**src/rtl/sr_cmd_gen_if.sv**
```systemverilog
// Button/door/latch bundle between the microwave front panel, the SR latch and sr_cmd_gen.
// The controller side uses the slave modport; the panel/latch side uses master.
`timescale 1ns/1ps
interface sr_cmd_gen_if;
  logic btn_start;
  logic btn_stop;
  logic door_open;
  logic q_fb;
  logic S;
  logic R;
  logic busy;
  logic fault;

  modport master (
    output btn_start, btn_stop, door_open, q_fb,
    input  S, R, busy, fault
  );

  modport slave (
    input  btn_start, btn_stop, door_open, q_fb,
    output S, R, busy, fault
  );
endinterface

```
**src/rtl/sr_cmd_gen.sv**
```systemverilog
// Debounces start/stop/door, issues single-cycle S/R pulses to the cooking-enable SR latch
// and checks the latch feedback; an unacknowledged command locks the latch in reset.
`timescale 1ns/1ps
module sr_cmd_gen #(
  parameter int unsigned DEBOUNCE_CYCLES = 4,
  parameter int unsigned ACK_TIMEOUT     = 3
) (
  input  logic        clk,
  input  logic        rst,
  sr_cmd_gen_if.slave cmd_if
);

  localparam int unsigned DB_W  = 16;
  localparam int unsigned TMR_W = $clog2(ACK_TIMEOUT + 1);
  localparam int unsigned N_IN  = 3;
  localparam int unsigned I_START = 0;
  localparam int unsigned I_STOP  = 1;
  localparam int unsigned I_DOOR  = 2;

  typedef enum logic [2:0] {
    ST_IDLE,
    ST_WAIT_SET,
    ST_RUN,
    ST_WAIT_RST,
    ST_FAULT
  } state_e;

  logic [N_IN-1:0]            raw;
  logic [N_IN-1:0]            db_q, db_d;
  logic [N_IN-1:0]            db_prev_q;
  logic [N_IN-1:0][DB_W-1:0]  cnt_q, cnt_d;
  logic                       start_ev, stop_ev, door_ev, door_db;

  state_e                     state_q, state_d;
  logic [TMR_W-1:0]           tmr_q, tmr_d;
  logic                       tmr_sat;
  logic                       s_q, s_d;
  logic                       r_q, r_d;
  logic                       busy_q, busy_d;
  logic                       fault_q, fault_d;

  assign raw = {cmd_if.door_open, cmd_if.btn_stop, cmd_if.btn_start};

  // Per-input debounce: count consecutive samples that disagree with the debounced level.
  always_comb begin
    db_d  = db_q;
    cnt_d = '0;
    for (int i = 0; i < int'(N_IN); i++) begin
      if (raw[i] != db_q[i]) begin
        if (cnt_q[i] == DB_W'(DEBOUNCE_CYCLES - 1)) begin
          db_d[i] = raw[i];
        end else begin
          cnt_d[i] = cnt_q[i] + DB_W'(1);
        end
      end
    end
  end

  assign start_ev = db_q[I_START] & ~db_prev_q[I_START];
  assign stop_ev  = db_q[I_STOP]  & ~db_prev_q[I_STOP];
  assign door_ev  = db_q[I_DOOR]  & ~db_prev_q[I_DOOR];
  assign door_db  = db_q[I_DOOR];
  assign tmr_sat  = (tmr_q == TMR_W'(ACK_TIMEOUT));

  // Command FSM; reset causes are tested before set/acknowledge causes.
  always_comb begin
    state_d = state_q;
    tmr_d   = tmr_q;
    s_d     = 1'b0;
    r_d     = 1'b0;
    unique case (state_q)
      ST_IDLE: begin
        if (start_ev && !door_db && !stop_ev) begin
          s_d     = 1'b1;
          tmr_d   = '0;
          state_d = ST_WAIT_SET;
        end
      end
      ST_WAIT_SET: begin
        if (tmr_sat) begin
          state_d = ST_FAULT;
        end else if (stop_ev || door_ev) begin
          r_d     = 1'b1;
          tmr_d   = '0;
          state_d = ST_WAIT_RST;
        end else if (cmd_if.q_fb) begin
          state_d = ST_RUN;
        end else begin
          tmr_d = tmr_q + TMR_W'(1);
        end
      end
      ST_RUN: begin
        if (stop_ev || door_ev) begin
          r_d     = 1'b1;
          tmr_d   = '0;
          state_d = ST_WAIT_RST;
        end else if (!cmd_if.q_fb) begin
          state_d = ST_IDLE;
        end
      end
      ST_WAIT_RST: begin
        if (tmr_sat) begin
          state_d = ST_FAULT;
        end else if (!cmd_if.q_fb) begin
          state_d = ST_IDLE;
        end else begin
          tmr_d = tmr_q + TMR_W'(1);
        end
      end
      ST_FAULT: begin
        state_d = ST_FAULT;
      end
      default: begin
        state_d = ST_IDLE;
      end
    endcase
    if (state_d == ST_FAULT) begin
      s_d = 1'b0;
      r_d = 1'b1;
    end
    busy_d  = (state_d == ST_WAIT_SET) || (state_d == ST_RUN) || (state_d == ST_WAIT_RST);
    fault_d = (state_d == ST_FAULT);
  end

  always_ff @(posedge clk) begin
    if (rst) begin
      db_q      <= '0;
      db_prev_q <= '0;
      cnt_q     <= '0;
      state_q   <= ST_IDLE;
      tmr_q     <= '0;
      s_q       <= 1'b0;
      r_q       <= 1'b1;
      busy_q    <= 1'b0;
      fault_q   <= 1'b0;
    end else begin
      db_q      <= db_d;
      db_prev_q <= db_q;
      cnt_q     <= cnt_d;
      state_q   <= state_d;
      tmr_q     <= tmr_d;
      s_q       <= s_d;
      r_q       <= r_d;
      busy_q    <= busy_d;
      fault_q   <= fault_d;
    end
  end

  assign cmd_if.S     = s_q;
  assign cmd_if.R     = r_q;
  assign cmd_if.busy  = busy_q;
  assign cmd_if.fault = fault_q;

endmodule

```
**src/flat_wrapper.sv**
```systemverilog
// flat-port wrapper written by rule: the top's interface ports become plain ports
module sr_cmd_gen_flat 
#(
  parameter int unsigned DEBOUNCE_CYCLES = 4,
  parameter int unsigned ACK_TIMEOUT     = 3
)
  (clk, rst, cmd_if_btn_start, cmd_if_btn_stop, cmd_if_door_open, cmd_if_q_fb, cmd_if_S, cmd_if_R, cmd_if_busy, cmd_if_fault);
  sr_cmd_gen_if cmd_if_i ();
  input  logic clk;
  input  logic rst;
  input wire logic [$bits(cmd_if_i.btn_start)-1:0] cmd_if_btn_start;
  input wire logic [$bits(cmd_if_i.btn_stop)-1:0] cmd_if_btn_stop;
  input wire logic [$bits(cmd_if_i.door_open)-1:0] cmd_if_door_open;
  input wire logic [$bits(cmd_if_i.q_fb)-1:0] cmd_if_q_fb;
  output wire logic [$bits(cmd_if_i.S)-1:0] cmd_if_S;
  output wire logic [$bits(cmd_if_i.R)-1:0] cmd_if_R;
  output wire logic [$bits(cmd_if_i.busy)-1:0] cmd_if_busy;
  output wire logic [$bits(cmd_if_i.fault)-1:0] cmd_if_fault;
  assign cmd_if_i.btn_start = cmd_if_btn_start;
  assign cmd_if_i.btn_stop = cmd_if_btn_stop;
  assign cmd_if_i.door_open = cmd_if_door_open;
  assign cmd_if_i.q_fb = cmd_if_q_fb;
  assign cmd_if_S = cmd_if_i.S;
  assign cmd_if_R = cmd_if_i.R;
  assign cmd_if_busy = cmd_if_i.busy;
  assign cmd_if_fault = cmd_if_i.fault;
  sr_cmd_gen #(.DEBOUNCE_CYCLES(DEBOUNCE_CYCLES), .ACK_TIMEOUT(ACK_TIMEOUT)) u_core (.clk(clk), .rst(rst), .cmd_if(cmd_if_i));
endmodule
```
**config.mk**
```make
export PLATFORM = sky130hd
export DESIGN_NAME = sr_cmd_gen_flat
export DESIGN_NICKNAME = d
export VERILOG_FILES = /design/src/rtl/sr_cmd_gen_if.sv /design/src/rtl/sr_cmd_gen.sv /design/src/flat_wrapper.sv
export SDC_FILE = /design/constraint.sdc
export NUM_CORES = 1
export LEC_CHECK = 0
export ABC_AREA = 1
export BUFFER_PORTS_ARGS = -buffer_cell sky130_fd_sc_hd__buf_2
export CAP_MARGIN = 10
export CORE_MARGIN = 1.5
export CORE_UTILIZATION = 56
export DETAILED_ROUTE_END_ITERATION = 8
export GPL_ROUTABILITY_DRIVEN = 0
export PLACE_DENSITY = 0.78
export SYNTH_ARGS = -nofsm -noshare
export SYNTH_HDL_FRONTEND = slang
export SYNTH_SLANG_ARGS = --single-unit
```
**constraint.sdc**
```tcl
create_clock -name clk -period 2.7 [get_ports clk]
set_input_delay 0.81 -clock clk [delete_from_list [all_inputs] [get_ports clk]]
set_output_delay 0.81 -clock clk [all_outputs]
set_load 0.1 [all_outputs]
```
Word-level counts from Yosys, hierarchy flattened

Cells that the tools add are included.

$add $sub $neg: 4
Equal/unequal tests: 21
Multiplexer cells: 20
Bitwise operators: 10
Reductions and logical operators: 18

Operators with widths:

| kind                  | count |
|---|---|
| $add 16x1->16 const B | 3 |
| $eq 16x2->1 const B   | 3 |
| $mux 3                | 7 |
| $pmux 3 s5            | 1 |
| $mux 2                | 7 |
| $eq 3x2->1 const B    | 4 |
| $reduce_or 3->1       | 4 |
| $pmux 2 s4            | 1 |
| $not 1->1             | 7 |
| $reduce_and 7->1      | 1 |
| $eq 3x1->1 const B    | 2 |
| $eq 3x3->1 const B    | 2 |
| $ne 2x2->1 const B    | 3 |
| $reduce_and 2->1      | 3 |
| $ne 2x1->1 const B    | 2 |
| $reduce_bool 4->1     | 1 |
| $and 1x1->1           | 3 |
| $logic_not 3->1       | 1 |
| $logic_or 1x1->1      | 3 |
| $mux 1                | 3 |
| $ne 1x1->1            | 3 |
| $ne 3x2->1 const B    | 1 |
| $add 2x1->2 const B   | 1 |
| $eq 2x2->1 const B    | 1 |
| other kinds (4)       | 6 |

Bits in registers: 63
Input bits: 6
Logic and storage cells: 86

Logic depth before layout (Yosys ltp)

Depth in word-level cells: 9
Gate-level depth with buffers: 9

Worst setup path before layout

Ideal clock, no wire load.

Path kind: reg2out
Start: reg u_core.r_q (netlist: u_core.cmd_if.R)
End: out cmd_if_R
Data arrival time: 909 ps
Required time: 1890 ps
Path slack: 981 ps
Stages on the path, launching flop included: 1
Path buffers: 0
Path through: dfxtp_1

RTL lines:

| element                  | line               | RTL |
|---|---|---|
| start: declaration       | sr_cmd_gen.sv:38   | `logic r_q, r_d;` |
| start signal: assignment | sr_cmd_gen.sv:143  | `r_q <= r_d;` |
| end: declaration         | flat_wrapper.sv:16 | `output wire logic [$bits(cmd_if_i.R)-1:0] cmd_if_R;` |

No word-level cell between the ends.

Worst setup path after layout

Start: reg u_core.fault_q (netlist: u_core.cmd_if.fault)
End: out cmd_if_fault

RTL lines:

| element                  | line               | RTL |
|---|---|---|
| start: declaration       | sr_cmd_gen.sv:40   | `logic fault_q, fault_d;` |
| start signal: assignment | sr_cmd_gen.sv:145  | `fault_q <= fault_d;` |
| end: declaration         | flat_wrapper.sv:18 | `output wire logic [$bits(cmd_if_i.fault)-1:0] cmd_if_fault;` |

No word-level cell between the ends.

==> results by group <==
Status
  • Status: finished, final reports clean

Power
  • PD cells: 531 nW/um^2
  • Worst VDD drop: 0.000423 V
  • Pleak: 1.20 nW

Clock network
  • Clk_lat worst skew: 350 ps
  • CTS root buffer: clkbuf_8
  • Clk sinks: 63
  • Clock buffer depth: 2
  • Number of setup buffers added after CTS: 0
  • CTS resizes: 0
  • Worst-path clk slew: 80 ps
  • Cts hold-fix bufs: 0
  • CTS Buf Count: 9
  • H-tree depth: 3
  • CTS tree: done

Timing
  • Total negative slack: 0 ps
  • Slew @ Worst Pin: 484 ps
  • Max-slew headroom: 68.0%
  • Final setup fails: 0
  • Part of the cycle the worst path needs: 69.7%
  • Max-slew violation count: 0
  • Hold Vio Cnt, Final: 0
  • RSZ-0062 raised after global routing: no
  • Achievable Freq: 531 MHz
  • Setup Skew: 9.07 ps
  • Tmin final: 1880 ps

Critical path
  • Critical path cell sequence: buf_2
  • Crit Path Class: flip-flop to output pin
  • CP startpoint kind: flip-flop
  • Critical-path top delay cell: buf_2
  • CP top delay family: buffers and inverters
  • Worst path bufs/invs: 1
  • Worst EP required: 1890 ps
  • Slowest Stage Delay on Critical Path: 410 ps
  • Crit path max fanout: 1
  • Worst EP arrival: 1070 ps
  • Nature of the critical path endpoint: output pin

Route
  • Starting DRC count in detailed routing: 122
  • Final wirelength: 6180 um
  • Final ANT Viol Nets: 0
  • Routed via count: 2,869
  • DR vias/cell: 5.24
  • DR DRC count: 0
  • WL per Instance: 11.3 um
  • Drt first pass iters: 4

Synth
  • EDFF count, synth: 0
  • Mean Syn Cell Area: 6.91 sq um
  • Synth unique cells: 25
  • Share of flip-flops with an asynchronous set or reset: 0%
  • Synth Register Bits: 63
  • Synth top area share: 40.2%
  • Post-Syn Area: 3140 sq um
  • Sequential fraction of the synthesis area: 40.2%
  • Largest area contributor in the netlist: dfxtp_1
  • Top post-synthesis cells by area: dfxtp_1 (40%), nand2_1 (10%), nor2_1 (8.7%), inv_1 (7.1%), nand3_1 (6.1%)
  • XOR/XNOR Fraction of Synth Area: 1.67%
  • Ys flop type: dfxtp_1
  • Post-synthesis simple-gate area fraction: 38.6%
  • Largest family of logic cells by synthesized area: simple AND/OR/NAND/NOR gates
  • Mapped Nets: 464
  • Complex-gate fraction of the synthesized area: 8.97%
  • Top-count cell post-synth: nand2_1
  • Post-Synth Adder-Cell Area: 1.59%
  • Mux cell area share after synthesis: 0%
  • Synth Instances: 454
  • Synth cell count leaders: nand2_1 (85), nor2_1 (73), dfxtp_1 (63), inv_1 (59), nand3_1 (38)
  • Yosys warns: 0

Finish
  • Final #Nets: 480
  • Area Growth Syn to Fin: 9.13%
  • Fill cells: 515
  • Multi-input gate area in the final layout: 1600 sq um
  • Register area: 1260 sq um
  • Inserted Diodes: 0
  • Fin cells: 547
  • Layout cell share with drive strength beyond 1: 11.6%

Floorplanning
  • Starting density of the core: 57.4%
  • I/O pin cnt: 10
  • Die height: 77.9 um
  • Chip width: 77.9 um
  • Placement Rows: 27
  • Die area: 6060 sq um
  • Core area: 5470 sq um

GRT
  • Largest net degree at the start of global routing: 17
  • First-pass GRT wire length: 10,900 um
  • Tot GR Track Use: 22.1%
  • Vias in the first global route: 2,650
  • Initial antenna violation count: 0
  • Gr ovfl total: 0

Placed design
  • Number of I/O port buffers: 9
  • Dpl cells: 531
  • Hpwl dp: 4560 um

Flow run
  • Max-cap violation count: 0

Worst hold path
  • Min-Delay Path Class: flip-flop to flip-flop
## path summary, 6_finish.rpt
kind / from / to / slack (ps) / cells past startpoint
hold / removal: u_core.cnt_q[16] / u_core.cnt_q[16] / 460 / 1
hold reg to reg: u_core.cnt_q[16] / u_core.cnt_q[16] / 460 / 1
setup / recovery: u_core.cmd_if.fault / cmd_if_fault / 820 / 1
setup reg to reg: u_core.cnt_q[32] / u_core.cnt_q[44] / 1220 / 6
## state kept, by name (all words and copies together), names as in the netlist
register / cells
u_core.cnt_q: 48
u_core.tmr_q: 2
u_core.db_prev_q: 3
u_core.cmd_if.fault: 1
u_core.db_q: 3
u_core.state_q: 3
u_core.cmd_if.R: 1
u_core.cmd_if.S: 1
u_core.cmd_if.busy: 1
## per-layer routing
metal,routed length [um],up-vias,track usage [%]
li1,-,1517,-
met1,3010,1296,28.6
met2,2830,48,35.7
met3,233,8,3.65
met4,105,0,10.4
met5,0,-,0
## layout make-up
type | instances | share of cell area, %
Sequential cell | 63 | 36.8
Timing Repair Buffer | 9 | 1.31
Clock inverter | 6 | 1.79
Tap cell | 72 | 2.63
Clock buffer | 10 | 3.73
Inverter | 65 | 7.12
Multi-Input combinational cell | 322 | 46.6
## metrics by stage
| step | power, W | area [sq um] | hold slack, ps | utilization, % | setup slack [ps] |
|---|---|---|---|---|---|
| floorplan | 0.00103 | 3140 | 418 | - | 981 |
| global placement | 0.00104 | 3240 | 429 | 59.1 | 815 |
| detailed placement | 0.00104 | 3240 | 450 | 59.1 | 756 |
| CTS | 0.00183 | 3430 | 461 | 62.6 | 803 |
| global route | 0.00188 | 3430 | 478 | 62.6 | 796 |
| finish | 0.00182 | 3430 | 458 | 62.6 | 818 |
## report_power, final
group          internal (W)  switching (W)
logic             0.0000201      0.0000527
registers          0.000939     0.00000795
clock network      0.000423       0.000375
## cells by family after synthesis
logic type,Yosys count
simple gates,258
buf+inv,69
flops,63
compound gates,54
xor+xnor,6
fa+ha+maj,4
## placed cells by master, fill, tap and decap left out, types with 2 or more instances in the layout
master	Yosys	routed
nand2_1	85	85
nor2_1	73	73
dfxtp_1	63	63
inv_1	59	59
nand3_1	38	38
a21oi_1	37	37
nand4_1	21	21
o21ai_0	13	13
nor3_1	12	12
clkbuf_8	0	9
buf_2	0	9
nor2_2	7	7
inv_2	6	6
nand2_2	6	6
xor2_1	6	6
ha_1	4	4
nand3_2	3	3
nor3_4	3	3
or2_0	3	3
nor3_2	3	3
nor3b_1	3	3
clkinv_2	0	3
a21oi_2	2	2
Note: power is estimated with default switching activity, not from simulation.
